[src/rtl/dmem_arbiter_pkg.sv]
// Shared types and sizes for the data-memory arbiter.
// Holds the FSM state encoding and default bus widths.
package dmem_arbiter_pkg;

   localparam int unsigned DEF_AW     = 32;
   localparam int unsigned DEF_DW     = 32;
   localparam int unsigned DMEM_DEPTH = 256;
   localparam int unsigned BURST_W    = 4;

   typedef enum logic [1:0] {
      S_IDLE = 2'd0,
      S_P0   = 2'd1,
      S_P1   = 2'd2
   } arb_state_e;

endpackage

[src/rtl/dmem_arbiter_if.sv]
// Bundle of both requester ports and the data-memory pins around the arbiter.
// The arbiter takes the slave view; the requesters and memory take the master view.
interface dmem_arbiter_if
   import dmem_arbiter_pkg::*;
#(
   parameter int unsigned AW = DEF_AW,
   parameter int unsigned DW = DEF_DW
) ();

   logic          p0_req;
   logic          p0_we;
   logic [AW-1:0] p0_addr;
   logic [DW-1:0] p0_wdata;
   logic          p0_gnt;
   logic          p0_stall;
   logic          p0_rvalid;
   logic [DW-1:0] p0_rdata;

   logic          p1_req;
   logic          p1_we;
   logic [AW-1:0] p1_addr;
   logic [DW-1:0] p1_wdata;
   logic          p1_lock;
   logic          p1_gnt;
   logic          p1_rvalid;
   logic [DW-1:0] p1_rdata;

   logic [AW-1:0] mem_addr;
   logic [DW-1:0] mem_data;
   logic          mem_we;
   logic [DW-1:0] mem_out;

   modport slave (
      input  p0_req, p0_we, p0_addr, p0_wdata,
      output p0_gnt, p0_stall, p0_rvalid, p0_rdata,
      input  p1_req, p1_we, p1_addr, p1_wdata, p1_lock,
      output p1_gnt, p1_rvalid, p1_rdata,
      output mem_addr, mem_data, mem_we,
      input  mem_out
   );

   modport master (
      output p0_req, p0_we, p0_addr, p0_wdata,
      input  p0_gnt, p0_stall, p0_rvalid, p0_rdata,
      output p1_req, p1_we, p1_addr, p1_wdata, p1_lock,
      input  p1_gnt, p1_rvalid, p1_rdata,
      input  mem_addr, mem_data, mem_we,
      output mem_out
   );

endinterface

[src/rtl/dmem_rr_pick.sv]
// Combinational round-robin grant picker with a bounded port-1 burst lock.
// At most one of gnt0/gnt1 is ever high.
module dmem_rr_pick
   import dmem_arbiter_pkg::*;
#(
   parameter int unsigned MAX_BURST = 4
) (
   input  arb_state_e         state,
   input  logic               req0,
   input  logic               req1,
   input  logic               lock,
   input  logic [BURST_W-1:0] burst_cnt,
   output logic               gnt0,
   output logic               gnt1
);

   localparam logic [BURST_W-1:0] MaxB = BURST_W'(MAX_BURST);

   always_comb begin
      gnt0 = 1'b0;
      gnt1 = 1'b0;
      unique case ({req0, req1})
         2'b10: gnt0 = 1'b1;
         2'b01: gnt1 = 1'b1;
         2'b11: begin
            // Port 1 keeps the memory only while its lock budget lasts.
            if (state == S_P0) begin
               gnt1 = 1'b1;
            end else if (state == S_P1 && lock && burst_cnt < MaxB) begin
               gnt1 = 1'b1;
            end else begin
               gnt0 = 1'b1;
            end
         end
         default: ;
      endcase
   end

endmodule

[src/rtl/dmem_arbiter.sv]
// Two-port arbiter for the single-port data memory: pipeline MEM stage (port 0)
// and loader/debug DMA (port 1), round-robin with a bounded port-1 burst lock.
module dmem_arbiter
   import dmem_arbiter_pkg::*;
#(
   parameter int unsigned AW        = DEF_AW,
   parameter int unsigned DW        = DEF_DW,
   parameter int unsigned MAX_BURST = 4
) (
   input logic           clk,
   input logic           rst,
   dmem_arbiter_if.slave bus
);

   localparam logic [BURST_W-1:0] MaxB = BURST_W'(MAX_BURST);

   arb_state_e         state_q, state_d;
   logic [BURST_W-1:0] burst_cnt_q, burst_cnt_d;
   logic               req0, req1;
   logic               gnt0, gnt1;
   logic               rd0, rd1;
   logic               rvalid0_q, rvalid1_q;
   logic [DW-1:0]      rdata0_q, rdata1_q;
   logic [AW-1:0]      addr_sel;
   logic [DW-1:0]      data_sel;
   logic               we_sel;

   // Requests are masked during reset so nothing is granted or written.
   assign req0 = bus.p0_req & ~rst;
   assign req1 = bus.p1_req & ~rst;

   dmem_rr_pick #(
      .MAX_BURST(MAX_BURST)
   ) u_pick (
      .state    (state_q),
      .req0     (req0),
      .req1     (req1),
      .lock     (bus.p1_lock),
      .burst_cnt(burst_cnt_q),
      .gnt0     (gnt0),
      .gnt1     (gnt1)
   );

   always_comb begin
      state_d     = S_IDLE;
      burst_cnt_d = '0;
      if (gnt0) begin
         state_d = S_P0;
      end else if (gnt1) begin
         state_d = S_P1;
         if (state_q == S_P1) begin
            burst_cnt_d = (burst_cnt_q < MaxB) ? burst_cnt_q + 1'b1 : burst_cnt_q;
         end else begin
            burst_cnt_d = BURST_W'(1);
         end
      end
   end

   // With no grant the memory pins park on port 0's values.
   always_comb begin
      addr_sel = bus.p0_addr;
      data_sel = bus.p0_wdata;
      we_sel   = 1'b0;
      if (gnt1) begin
         addr_sel = bus.p1_addr;
         data_sel = bus.p1_wdata;
         we_sel   = bus.p1_we;
      end else if (gnt0) begin
         we_sel   = bus.p0_we;
      end
   end

   assign rd0 = gnt0 & ~bus.p0_we;
   assign rd1 = gnt1 & ~bus.p1_we;

   always_ff @(posedge clk) begin
      if (rst) begin
         state_q     <= S_IDLE;
         burst_cnt_q <= '0;
         rvalid0_q   <= 1'b0;
         rvalid1_q   <= 1'b0;
         rdata0_q    <= '0;
         rdata1_q    <= '0;
      end else begin
         state_q     <= state_d;
         burst_cnt_q <= burst_cnt_d;
         rvalid0_q   <= rd0;
         rvalid1_q   <= rd1;
         if (rd0) rdata0_q <= bus.mem_out;
         if (rd1) rdata1_q <= bus.mem_out;
      end
   end

   assign bus.mem_addr  = addr_sel;
   assign bus.mem_data  = data_sel;
   assign bus.mem_we    = we_sel;
   assign bus.p0_gnt    = gnt0;
   assign bus.p0_stall  = bus.p0_req & ~gnt0;
   assign bus.p0_rvalid = rvalid0_q;
   assign bus.p0_rdata  = rdata0_q;
   assign bus.p1_gnt    = gnt1;
   assign bus.p1_rvalid = rvalid1_q;
   assign bus.p1_rdata  = rdata1_q;

endmodule

[src/flat_wrapper.sv]
// flat-port wrapper written by rule: the top's interface ports become plain ports
module dmem_arbiter_flat import dmem_arbiter_pkg::*;
#(
   parameter int unsigned AW        = DEF_AW,
   parameter int unsigned DW        = DEF_DW,
   parameter int unsigned MAX_BURST = 4
)
  (clk, rst, bus_p0_req, bus_p0_we, bus_p0_addr, bus_p0_wdata, bus_p0_gnt, bus_p0_stall, bus_p0_rvalid, bus_p0_rdata, bus_p1_req, bus_p1_we, bus_p1_addr, bus_p1_wdata, bus_p1_lock, bus_p1_gnt, bus_p1_rvalid, bus_p1_rdata, bus_mem_addr, bus_mem_data, bus_mem_we, bus_mem_out);
  dmem_arbiter_if #(.AW(AW), .DW(DW)) bus_i ();
  input logic clk;
  input logic rst;
  input wire logic [$bits(bus_i.p0_req)-1:0] bus_p0_req;
  input wire logic [$bits(bus_i.p0_we)-1:0] bus_p0_we;
  input wire logic [$bits(bus_i.p0_addr)-1:0] bus_p0_addr;
  input wire logic [$bits(bus_i.p0_wdata)-1:0] bus_p0_wdata;
  output wire logic [$bits(bus_i.p0_gnt)-1:0] bus_p0_gnt;
  output wire logic [$bits(bus_i.p0_stall)-1:0] bus_p0_stall;
  output wire logic [$bits(bus_i.p0_rvalid)-1:0] bus_p0_rvalid;
  output wire logic [$bits(bus_i.p0_rdata)-1:0] bus_p0_rdata;
  input wire logic [$bits(bus_i.p1_req)-1:0] bus_p1_req;
  input wire logic [$bits(bus_i.p1_we)-1:0] bus_p1_we;
  input wire logic [$bits(bus_i.p1_addr)-1:0] bus_p1_addr;
  input wire logic [$bits(bus_i.p1_wdata)-1:0] bus_p1_wdata;
  input wire logic [$bits(bus_i.p1_lock)-1:0] bus_p1_lock;
  output wire logic [$bits(bus_i.p1_gnt)-1:0] bus_p1_gnt;
  output wire logic [$bits(bus_i.p1_rvalid)-1:0] bus_p1_rvalid;
  output wire logic [$bits(bus_i.p1_rdata)-1:0] bus_p1_rdata;
  output wire logic [$bits(bus_i.mem_addr)-1:0] bus_mem_addr;
  output wire logic [$bits(bus_i.mem_data)-1:0] bus_mem_data;
  output wire logic [$bits(bus_i.mem_we)-1:0] bus_mem_we;
  input wire logic [$bits(bus_i.mem_out)-1:0] bus_mem_out;
  assign bus_i.p0_req = bus_p0_req;
  assign bus_i.p0_we = bus_p0_we;
  assign bus_i.p0_addr = bus_p0_addr;
  assign bus_i.p0_wdata = bus_p0_wdata;
  assign bus_p0_gnt = bus_i.p0_gnt;
  assign bus_p0_stall = bus_i.p0_stall;
  assign bus_p0_rvalid = bus_i.p0_rvalid;
  assign bus_p0_rdata = bus_i.p0_rdata;
  assign bus_i.p1_req = bus_p1_req;
  assign bus_i.p1_we = bus_p1_we;
  assign bus_i.p1_addr = bus_p1_addr;
  assign bus_i.p1_wdata = bus_p1_wdata;
  assign bus_i.p1_lock = bus_p1_lock;
  assign bus_p1_gnt = bus_i.p1_gnt;
  assign bus_p1_rvalid = bus_i.p1_rvalid;
  assign bus_p1_rdata = bus_i.p1_rdata;
  assign bus_mem_addr = bus_i.mem_addr;
  assign bus_mem_data = bus_i.mem_data;
  assign bus_mem_we = bus_i.mem_we;
  assign bus_i.mem_out = bus_mem_out;
  dmem_arbiter #(.AW(AW), .DW(DW), .MAX_BURST(MAX_BURST)) u_core (.clk(clk), .rst(rst), .bus(bus_i));
endmodule
[config.mk]
export PLATFORM = sky130hd
export DESIGN_NAME = dmem_arbiter_flat
export DESIGN_NICKNAME = d
export VERILOG_FILES = /design/src/rtl/dmem_arbiter_pkg.sv /design/src/rtl/dmem_arbiter_if.sv /design/src/rtl/dmem_rr_pick.sv /design/src/rtl/dmem_arbiter.sv /design/src/flat_wrapper.sv
export SDC_FILE = /design/constraint.sdc
export NUM_CORES = 1
export LEC_CHECK = 0
export ABC_AREA = 1
export ABC_CLOCK_PERIOD_IN_PS = 2600
export CELL_PAD_IN_SITES_DETAIL_PLACEMENT = 1
export CELL_PAD_IN_SITES_GLOBAL_PLACEMENT = 1
export CORE_UTILIZATION = 22
export DETAILED_ROUTE_END_ITERATION = 10
export PLACE_DENSITY_LB_ADDON = 0.12
export SYNTH_ARGS = -nofsm -noshare
export SYNTH_HDL_FRONTEND = slang
export SYNTH_SLANG_ARGS = --single-unit
[constraint.sdc]
create_clock -name clk -period 2.6 [get_ports clk]
set_input_delay 0.26 -clock clk [delete_from_list [all_inputs] [get_ports clk]]
set_output_delay 0.26 -clock clk [all_outputs]
set_load 0.005 [all_outputs]
* Word level (Yosys, flattened, before mapping)
Index checks and enable logic that the tools add are counted.
** Word-level totals
- Register bits after elaboration :: 72
- Bits of input ports :: 167
- Word-level logic and storage cells :: 46
** Cells by class
- Eq/ne operators :: 6
- Add/subtract/negate cells :: 1
- Bitwise gates (word level) :: 11
- $lt $le $gt $ge :: 1
- Mux-type cells :: 14
- Reductions and logical operators :: 5
** Operators by type and width (number)
- 32-bit 2-to-1 mux :: 2
- 1-bit 2-to-1 mux :: 9
- 2-bit equality test (second input constant) :: 3
- 1-bit NOT :: 6
- 1-bit bitwise AND :: 5
- 4-bit by 1-bit adder with 4-bit output (second input constant) :: 1
- 2-bit by 1-bit equality test with 1-bit output (second input constant) :: 2
- 4-bit by 3-bit < comparator with 1-bit output (second input constant) :: 1
- 1-bit case mux with 2 select lines :: 2
- 4-bit OR reduction :: 1
- 3-bit OR reduction :: 1
- 1-bit logical AND :: 2
- 2-bit 2-to-1 mux :: 1
- 2-bit != test (second input constant) :: 1
- 2-bit OR reduction :: 1

* Longest topological paths before layout
Gate-level depths: netlist (run 1).
- Word-level depth :: 8
- Gate-level depth with buffers :: 10
- Mapped depth without buffers :: 8

* Modules after synthesis
A second synthesis (run 1) with hierarchy kept.
** Second synthesis, totals
- Cell total of the unflattened synthesis :: 543
- Area total of the unflattened synthesis :: 3392.0 sq um
** Modules (own cells, without submodules)
- dmem_arbiter :: times used 1, area an instance 3328.2 sq um, cells each 530, seq. area each 1441.4 sq um
- dmem_rr_pick :: times used 1, area an instance 63.8 sq um, cells each 13, seq. area each 0.0 sq um

* Worst setup path after synthesis (run 1)
Ideal clock, no wire load.
- Path kind :: reg2out
- Start :: register u_core.burst_cnt_q[3]
- End :: output bus_mem_addr[0]
- Cell stages (with the launch flop) :: 10
- Data required time :: 2.340 ns
- Buffers on the path :: 2
- Slack :: 1.182 ns
- Arrival :: 1.158 ns
- Cell sequence :: dfxtp_1 -> nor2_4 -> nand3_2 -> nand3_2 -> nand2_2 -> inv_2 -> buf_4 -> buf_4 -> nand2_1 -> nand2_1
** Between the ends
- Word-level cells in the longest chain between the ends :: 6
** Ends and longest elaborated chain
- start: declaration :: RTL line dmem_arbiter.sv:18 : logic [BURST_W-1:0] burst_cnt_q, burst_cnt_d;
- start signal: assignment :: RTL line dmem_arbiter.sv:86 : burst_cnt_q <= burst_cnt_d;
- 4-bit by 3-bit < comparator with 1-bit output :: RTL line dmem_rr_pick.sv:29 : end else if (state == S_P1 && lock && burst_cnt < MaxB) begin
- 1-bit logical AND :: RTL line dmem_rr_pick.sv:29
- 1-bit 2-to-1 mux :: RTL line dmem_rr_pick.sv:29
- 1-bit 2-to-1 mux :: RTL line dmem_rr_pick.sv:27 : if (state == S_P0) begin
- 1-bit case mux with 2 select lines :: RTL line dmem_rr_pick.sv:22 : unique case ({req0, req1})
- 32-bit 2-to-1 mux :: RTL line dmem_arbiter.sv:64 : if (gnt1) begin
- end: declaration :: RTL line flat_wrapper.sv:28 : output wire logic [$bits(bus_i.mem_addr)-1:0] bus_mem_addr;
No other way between the ends.

* Final worst setup path (run 1)
- Start :: input bus_p1_req
- End :: output bus_mem_addr[16]
** Between the ends
- Word-level cells in the longest chain between the ends :: 4
- Elaborated cells between the ends (all ways) :: 5
- Those cells by class :: eq/ne (2); mux (2); bitwise (1)
** Ends and longest elaborated chain
- start: declaration :: RTL line flat_wrapper.sv:20 : input wire logic [$bits(bus_i.p1_req)-1:0] bus_p1_req;
- 1-bit bitwise AND * :: RTL line dmem_arbiter.sv:30 : assign req1 = bus.p1_req & ~rst;
- 2-bit equality test / 2-bit by 1-bit equality test with 1-bit output (equally long branches) :: RTL line dmem_rr_pick.sv:22
- 1-bit case mux with 2 select lines * :: RTL line dmem_rr_pick.sv:22
- 32-bit 2-to-1 mux * :: RTL line dmem_arbiter.sv:64
Mark *: on every way between the ends. The rest lies on a longest branch, timed or not.

==> results.json, run 1 <==
{
  "cts_resized": 0,
  "synth_top_area_frac": 0.371,
  "final_layout_size_suffix_gt1_frac": 0.0369,
  "syn_inst": 665,
  "grt_pass1_vias": 4422,
  "antenna_found_initial": 0,
  "finish.instance_area_um2": 7350,
  "synth_area_leaders": "dfxtp_1 37%, nand2_1 28%, nor2_1 9.7%, inv_1 7.4%, nand3_1 4.6%",
  "maxSlewHeadroom": 0.527,
  "hold_viol_final": 0,
  "cts_hold_buf": 0,
  "worstPathArrival_ns": 2.16,
  "overflow": 0,
  "cts_buffers": 9,
  "combPwrFrac": 0.271,
  "rsz0062_at_grt": "no",
  "grt_max_degree": 71,
  "fill_cells": 2213,
  "dieArea_um2": 18200,
  "period_share": 0.930,
  "ir_drop_uv": 412,
  "drt-total-wl_um": 16900,
  "drt-vias-per-instance": 4.09,
  "route.detailed.drc": 0,
  "wl_per_cell_um": 14.4,
  "cts_root_buffer": "clkbuf_16",
  "dieWidth_um": 135,
  "skew_ns": 0.00821,
  "initial_core_util": 0.225,
  "clockPowerShare": 0.374,
  "final_core_util": 0.426,
  "die_h_um": 135,
  "ys_seq_area_frac": 0.371,
  "slew_viol_final": 0,
  "synth.cell_area_um2": 3880,
  "mostFrequentLayoutCells": "300 x clkdlybuf4s50_1, 290 x nand2_1, 100 x nor2_1",
  "synth.distinct_cells": 21,
  "status": "complete, no violations",
  "slowest_stage": "clkdlybuf4s50_1",
  "io_pins": 301,
  "cpPeakStageDelay_ns": 0.49,
  "period_needed_ns": 2.42,
  "tightest_slew_ns": 0.710,
  "hpwlAfterDp_um": 13000,
  "dpl_cell_area_um2": 7050,
  "switching_share": 0.256,
  "crit_path_start_kind": "input pin",
  "first_pass_iters": 4,
  "path_clk_slew_ns": 0.06,
  "finalSetupViolations": 0,
  "synth_seq_cells": 72,
  "grt_pass1_wl_um": 25000,
  "clock_latency_ns": 0.34,
  "antennaDiodeCount": 0,
  "syn_to_final_growth_pct": 89.3,
  "final_nets": 1112,
  "ctsHtreeMaxLevel": 3,
  "crit_chain": "clkdlybuf4s50_1, inv_1, nor2_1, nand2_2, inv_2, buf_12, nand2_1, nand2_1, clkdlybuf4s50_1",
  "port_buffers": 300,
  "coreArea_um2": 17200,
  "rows": 48,
  "pwr-share-seq": 0.355,
  "postCtsSetupBuffers": 0,
  "p_int_mw": 2.48,
  "fmaxAchievable_mhz": 414,
  "total_leakage_power_nw": 3.47,
  "yosysWarnings": 0,
  "cts_tree": "built",
  "grt_usage": 0.180,
  "switchingPower_mw": 0.853,
  "fin_setup_tns_ns": 0,
  "placed_cells": 1158,
  "drt_iter0_drc": 193,
  "final_common_cell": "clkdlybuf4s50_1",
  "synth_area_leader_cell": "dfxtp_1",
  "required_ns": 2.34,
  "power.density_nw_per_um2": 453,
  "gp_congestion": 0.748,
  "worst-path-max-fanout": 44,
  "final_antenna_net_count": 0,
  "via_count": 4806,
  "clock-sinks": 72,
  "hold_class": "flip-flop to flip-flop",
  "clockBufferDepth": 2,
  "maxCapViolations": 0,
  "finalNonFillerCells": 1174,
  "crit_type": "input pin to primary output",
  "synth_nets": 833,
  "end_kind": "primary output",
  "synth.avg_cell_area_um2": 5.84
}
## path summary, 6_finish.rpt
check / endpoint / slack (ns) / start / depth (start not counted)
worst min register to register: u_core.bus.p0_rdata[16]$_SDFFE_PP0P_ / 0.48 / u_core.bus.p0_rdata[16]$_SDFFE_PP0P_ / 2
worst max-delay path: bus_mem_addr[16] / 0.18 / bus_p1_req / 9
worst max register to register: u_core.bus.p0_rdata[21]$_SDFFE_PP0P_ / 0.99 / u_core.burst_cnt_q[3]$_SDFFE_PP0N_ / 9
worst min-delay path: u_core.bus.p0_rdata[16]$_SDFFE_PP0P_ / 0.48 / u_core.bus.p0_rdata[16]$_SDFFE_PP0P_ / 2
## layer usage
metal | wire (um) | GRT usage | vias up
met3 | 1410 | 0.0679 | 12
met2 | 8130 | 0.298 | 135
met1 | 7260 | 0.220 | 2130
li1 | - | - | 2529
met5 | 0 | 0 | -
met4 | 144 | 0.0393 | 0
## metrics by stage
stage / total power [mW] / hold WS, ns / setup slack, ns
3_3_place_gp: 2.12 / 0.459 / 0.223
3_5_place_dp: 2.12 / 0.468 / 0.191
4_1_cts: 3.40 / 0.483 / 0.173
2_1_floorplan: 1.51 / 0.332 / 1.18
6_report: 3.33 / 0.478 / 0.182
5_1_grt: 3.52 / 0.511 / 0.0200
## synth_stat cells, drive strengths merged
library cell	number
nand2	292
nor2	102
inv	78
dfxtp	72
nand3	38
a21oi	34
buf	26
clkbuf	16
nor3	3
ha	1
mux2i	1
o21ai	1
o22ai	1
## final cells by class
cell class / count / area, um2 / share of cell area
multi-input cells: 473 / 1920 / 0.261
clock inverters: 5 / 56.3 / 0.00766
well taps: 225 / 282 / 0.0383
flip-flops and latches: 72 / 1440 / 0.196
clock buffers: 11 / 243 / 0.0330
inverters: 78 / 293 / 0.0398
repair buffers: 310 / 3120 / 0.424
## sequential cells by signal, summed over array words and instances, names as in the netlist
register and count:
u_core.burst_cnt_q 4, u_core.bus.p0_rdata 32, u_core.bus.p0_rvalid 1, u_core.bus.p1_rdata 32, u_core.bus.p1_rvalid 1, u_core.state_q 2
## power groups by stage
stage          combinational, mW  clock [mW]  sequential, mW
6_report                   0.904        1.24            1.18
4_1_cts                    0.919        1.30            1.18
5_1_grt                    0.991        1.34            1.19
3_3_place_gp               0.912           0            1.21
2_1_floorplan              0.299           0            1.21
3_5_place_dp               0.914           0            1.21
## critical path: cells and delay by family
family,cells,cell delay [ns]
buffers and inverters,5,1.36
and+or+nand+nor,4,0.50
## kinds of logic after synthesis
kind of cell	Yosys count	synth area share
muxes	1	0.00258
and+or+nand+nor	435	0.440
DFF	72	0.371
AOI/OAI and AO/OA	36	0.0467
adders and majority gates	1	0.00322
buffers and inverters	120	0.136
No activity file was read; power rests on OpenSTA's default activity.
==> run 2: changes to the inputs <==
--- a/config.mk
+++ b/config.mk
@@ -6,10 +6,10 @@
 export NUM_CORES = 1
 export LEC_CHECK = 0
 export ABC_AREA = 1
-export ABC_CLOCK_PERIOD_IN_PS = 2600
+export ABC_CLOCK_PERIOD_IN_PS = 2200
 export CELL_PAD_IN_SITES_DETAIL_PLACEMENT = 1
 export CELL_PAD_IN_SITES_GLOBAL_PLACEMENT = 1
-export CORE_UTILIZATION = 22
+export CORE_UTILIZATION = 19
 export DETAILED_ROUTE_END_ITERATION = 10
 export PLACE_DENSITY_LB_ADDON = 0.12
 export SYNTH_ARGS = -nofsm -noshare
==> constraint.sdc (replaced) <==
create_clock -name clk -period 2.2 [get_ports clk]
set_input_delay 0.22 -clock clk [delete_from_list [all_inputs] [get_ports clk]]
set_output_delay 0.22 -clock clk [all_outputs]
set_load 0.005 [all_outputs]
==> run 2 against run 1 <==
  * Via count up 4.1%
  * Worst setup slack got worse by 0.11 ns
  * Final cell count up 6.1%
  * Combinational power increased by 24%
  * Global-route usage rose by 0.53 points
  * Wire length up 15%
  * Sequential share of layout area shrank 1.2 points
  * Non-clock buffer count increased by 30
  * Sequential power increased by 19%
  * Largest power group unchanged
==> results.json, run 2 (synthesized netlist as in run 1, its figures left out) <==
{
  "end_kind": "primary output",
  "met1_length_um": 8580,
  "cts_root_buffer": "clkbuf_16",
  "highest_layer": "met4",
  "io_pins": 301,
  "final_layout_size_suffix_gt1_frac": 0.0735,
  "crit_type": "flip-flop to primary output",
  "finalSetupViolations": 0,
  "tightest_slew_ns": 0.713,
  "cts_buffers": 9,
  "hold_class": "input pin to flip-flop",
  "clockPowerShare": 0.390,
  "power.density_nw_per_um2": 527,
  "maxSlewHeadroom": 0.525,
  "drt_iter0_drc": 154,
  "skew_ns": 0.00885,
  "status": "complete, no violations",
  "hpwlAfterDp_um": 14500,
  "total_leakage_power_nw": 3.90,
  "period_needed_ns": 2.13,
  "slew_viol_final": 0,
  "p_int_mw": 3.06,
  "setup_ws_ns": 0.0708,
  "grt_max_degree": 65,
  "switching_share": 0.260,
  "worstPathArrival_ns": 1.91,
  "dieWidth_um": 145,
  "wl_met3_um": 1290,
  "combPwrFrac": 0.271,
  "grt_pass1_vias": 4878,
  "mostFrequentLayoutCells": "288 x nand2_1, 231 x clkdlybuf4s50_1, 99 x nor2_1",
  "finalNonFillerCells": 1246,
  "worst-path-max-fanout": 15,
  "clockBufferDepth": 2,
  "ctsHtreeMaxLevel": 3,
  "placed_cells": 1208,
  "gp_congestion": 0.932,
  "maxCapViolations": 0,
  "final_common_cell": "nand2_1",
  "hold_viol_final": 0,
  "cts_tree": "built",
  "pwr-share-seq": 0.339,
  "final_antenna_net_count": 0,
  "wl_per_cell_um": 15.7,
  "die_h_um": 145,
  "coreArea_um2": 19700,
  "wl_met2_um": 9340,
  "overflow": 0,
  "antenna_found_initial": 2,
  "rsz0062_at_grt": "yes",
  "route.detailed.drc": 0,
  "required_ns": 1.98,
  "drt-total-wl_um": 19500,
  "clock-sinks": 72,
  "rows": 51,
  "crit_path_start_kind": "flip-flop",
  "pre_cts_slack_ns": -0.238,
  "via_count": 5005,
  "port_buffers": 300,
  "initial_core_util": 0.197,
  "path_clk_slew_ns": 0.05,
  "switchingPower_mw": 1.07,
  "dieArea_um2": 21000,
  "drt-vias-per-instance": 4.02,
  "period_share": 0.968,
  "first_pass_iters": 4,
  "final_nets": 1142,
  "fmaxAchievable_mhz": 470,
  "syn_to_final_growth_pct": 102,
  "grt_usage": 0.185,
  "ir_drop_uv": 338,
  "grt_pass1_wl_um": 29900,
  "clock_latency_ns": 0.34
}
run 2: changes by cell type in the layout (fill, tap and decap cells not counted), sizes merged:
cell,delta
clkdlybuf4s50,-69
dlygate4sd2,+56
buf,+30
dlymetal6s2s,+9
clkdlybuf4s15,+4
diode,+2
bufinv,+1
clkbuf,-1
run 2: worst paths after layout:
kind,start,slack [ns],endpoint,depth (start not counted)
min reg2reg,u_core.bus.p0_rdata[12]$_SDFFE_PP0P_,0.48,u_core.bus.p0_rdata[12]$_SDFFE_PP0P_,2
min,bus_p0_req,0.45,u_core.state_q[0]$_SDFF_PP0_,4
max,u_core.state_q[1]$_SDFF_PP0_,0.07,bus_mem_data[13],11
max reg2reg,u_core.state_q[1]$_SDFF_PP0_,0.56,u_core.bus.p1_rdata[11]$_SDFFE_PP0P_,10
run 2: through the flow:
| step | setup TNS [ns] | area, um2 | hold WS (ns) | power (mW) | utilization |
|---|---|---|---|---|---|
| floorplan | 0 | 3880 | 0.292 | 1.79 | - |
| global placement | -8.86 | 7160 | 0.460 | 2.53 | 0.363 |
| detailed placement | -11.35 | 7160 | 0.468 | 2.53 | 0.363 |
| CTS | -0.261 | 7720 | 0.463 | 4.20 | 0.392 |
| global route | -0.0746 | 7850 | 0.476 | 4.36 | 0.398 |
| finish | 0 | 7850 | 0.449 | 4.13 | 0.398 |
run 2: critical path: stages (launching register included):
cell and delay, ns:
dfxtp_1 0.32, inv_2 0.05, nand2_1 0.12, nand3_4 0.12
nand2_8 0.11, clkinv_8 0.08, buf_4 0.15, buf_12 0.14
buf_4 0.13, nand2_1 0.05, nand2_1 0.04, dlygate4sd2_1 0.26
run 2: per-layer routing:
layer	up-vias	global-route usage
li1	2590	-
met1	2242	0.230
met2	152	0.313
met3	21	0.0484
met4	0	0.0500
met5	-	0
run 2: power by group through the flow:
stage               combinational, mW  sequential (mW)  clock (mW)
finish                           1.12             1.40        1.61
global route                     1.22             1.41        1.73
CTS                              1.12             1.40        1.68
detailed placement               1.10             1.43           0
global placement                 1.10             1.43           0
floorplan                       0.353             1.43           0
run 2: cell type report:
| class | instances | area, um2 |
|---|---|---|
| Clock buffer | 10 | 239 |
| Multi-Input combinational cell | 473 | 1960 |
| Timing Repair Buffer | 340 | 3480 |
| Tap cell | 265 | 332 |
| Antenna cell | 2 | 5.00 |
| Sequential cell | 72 | 1440 |
| Fill cell | 2484 | 11900 |
| Clock inverter | 6 | 90.1 |
| Inverter | 78 | 305 |
run 2: timing repair:
action,4_1_cts,5_1_grt
setup buffers,5,9
setup endpoints to repair,65,18
cloned,6,0
hold buffers,0,0
resized for setup,85,21
pin swaps,1,3
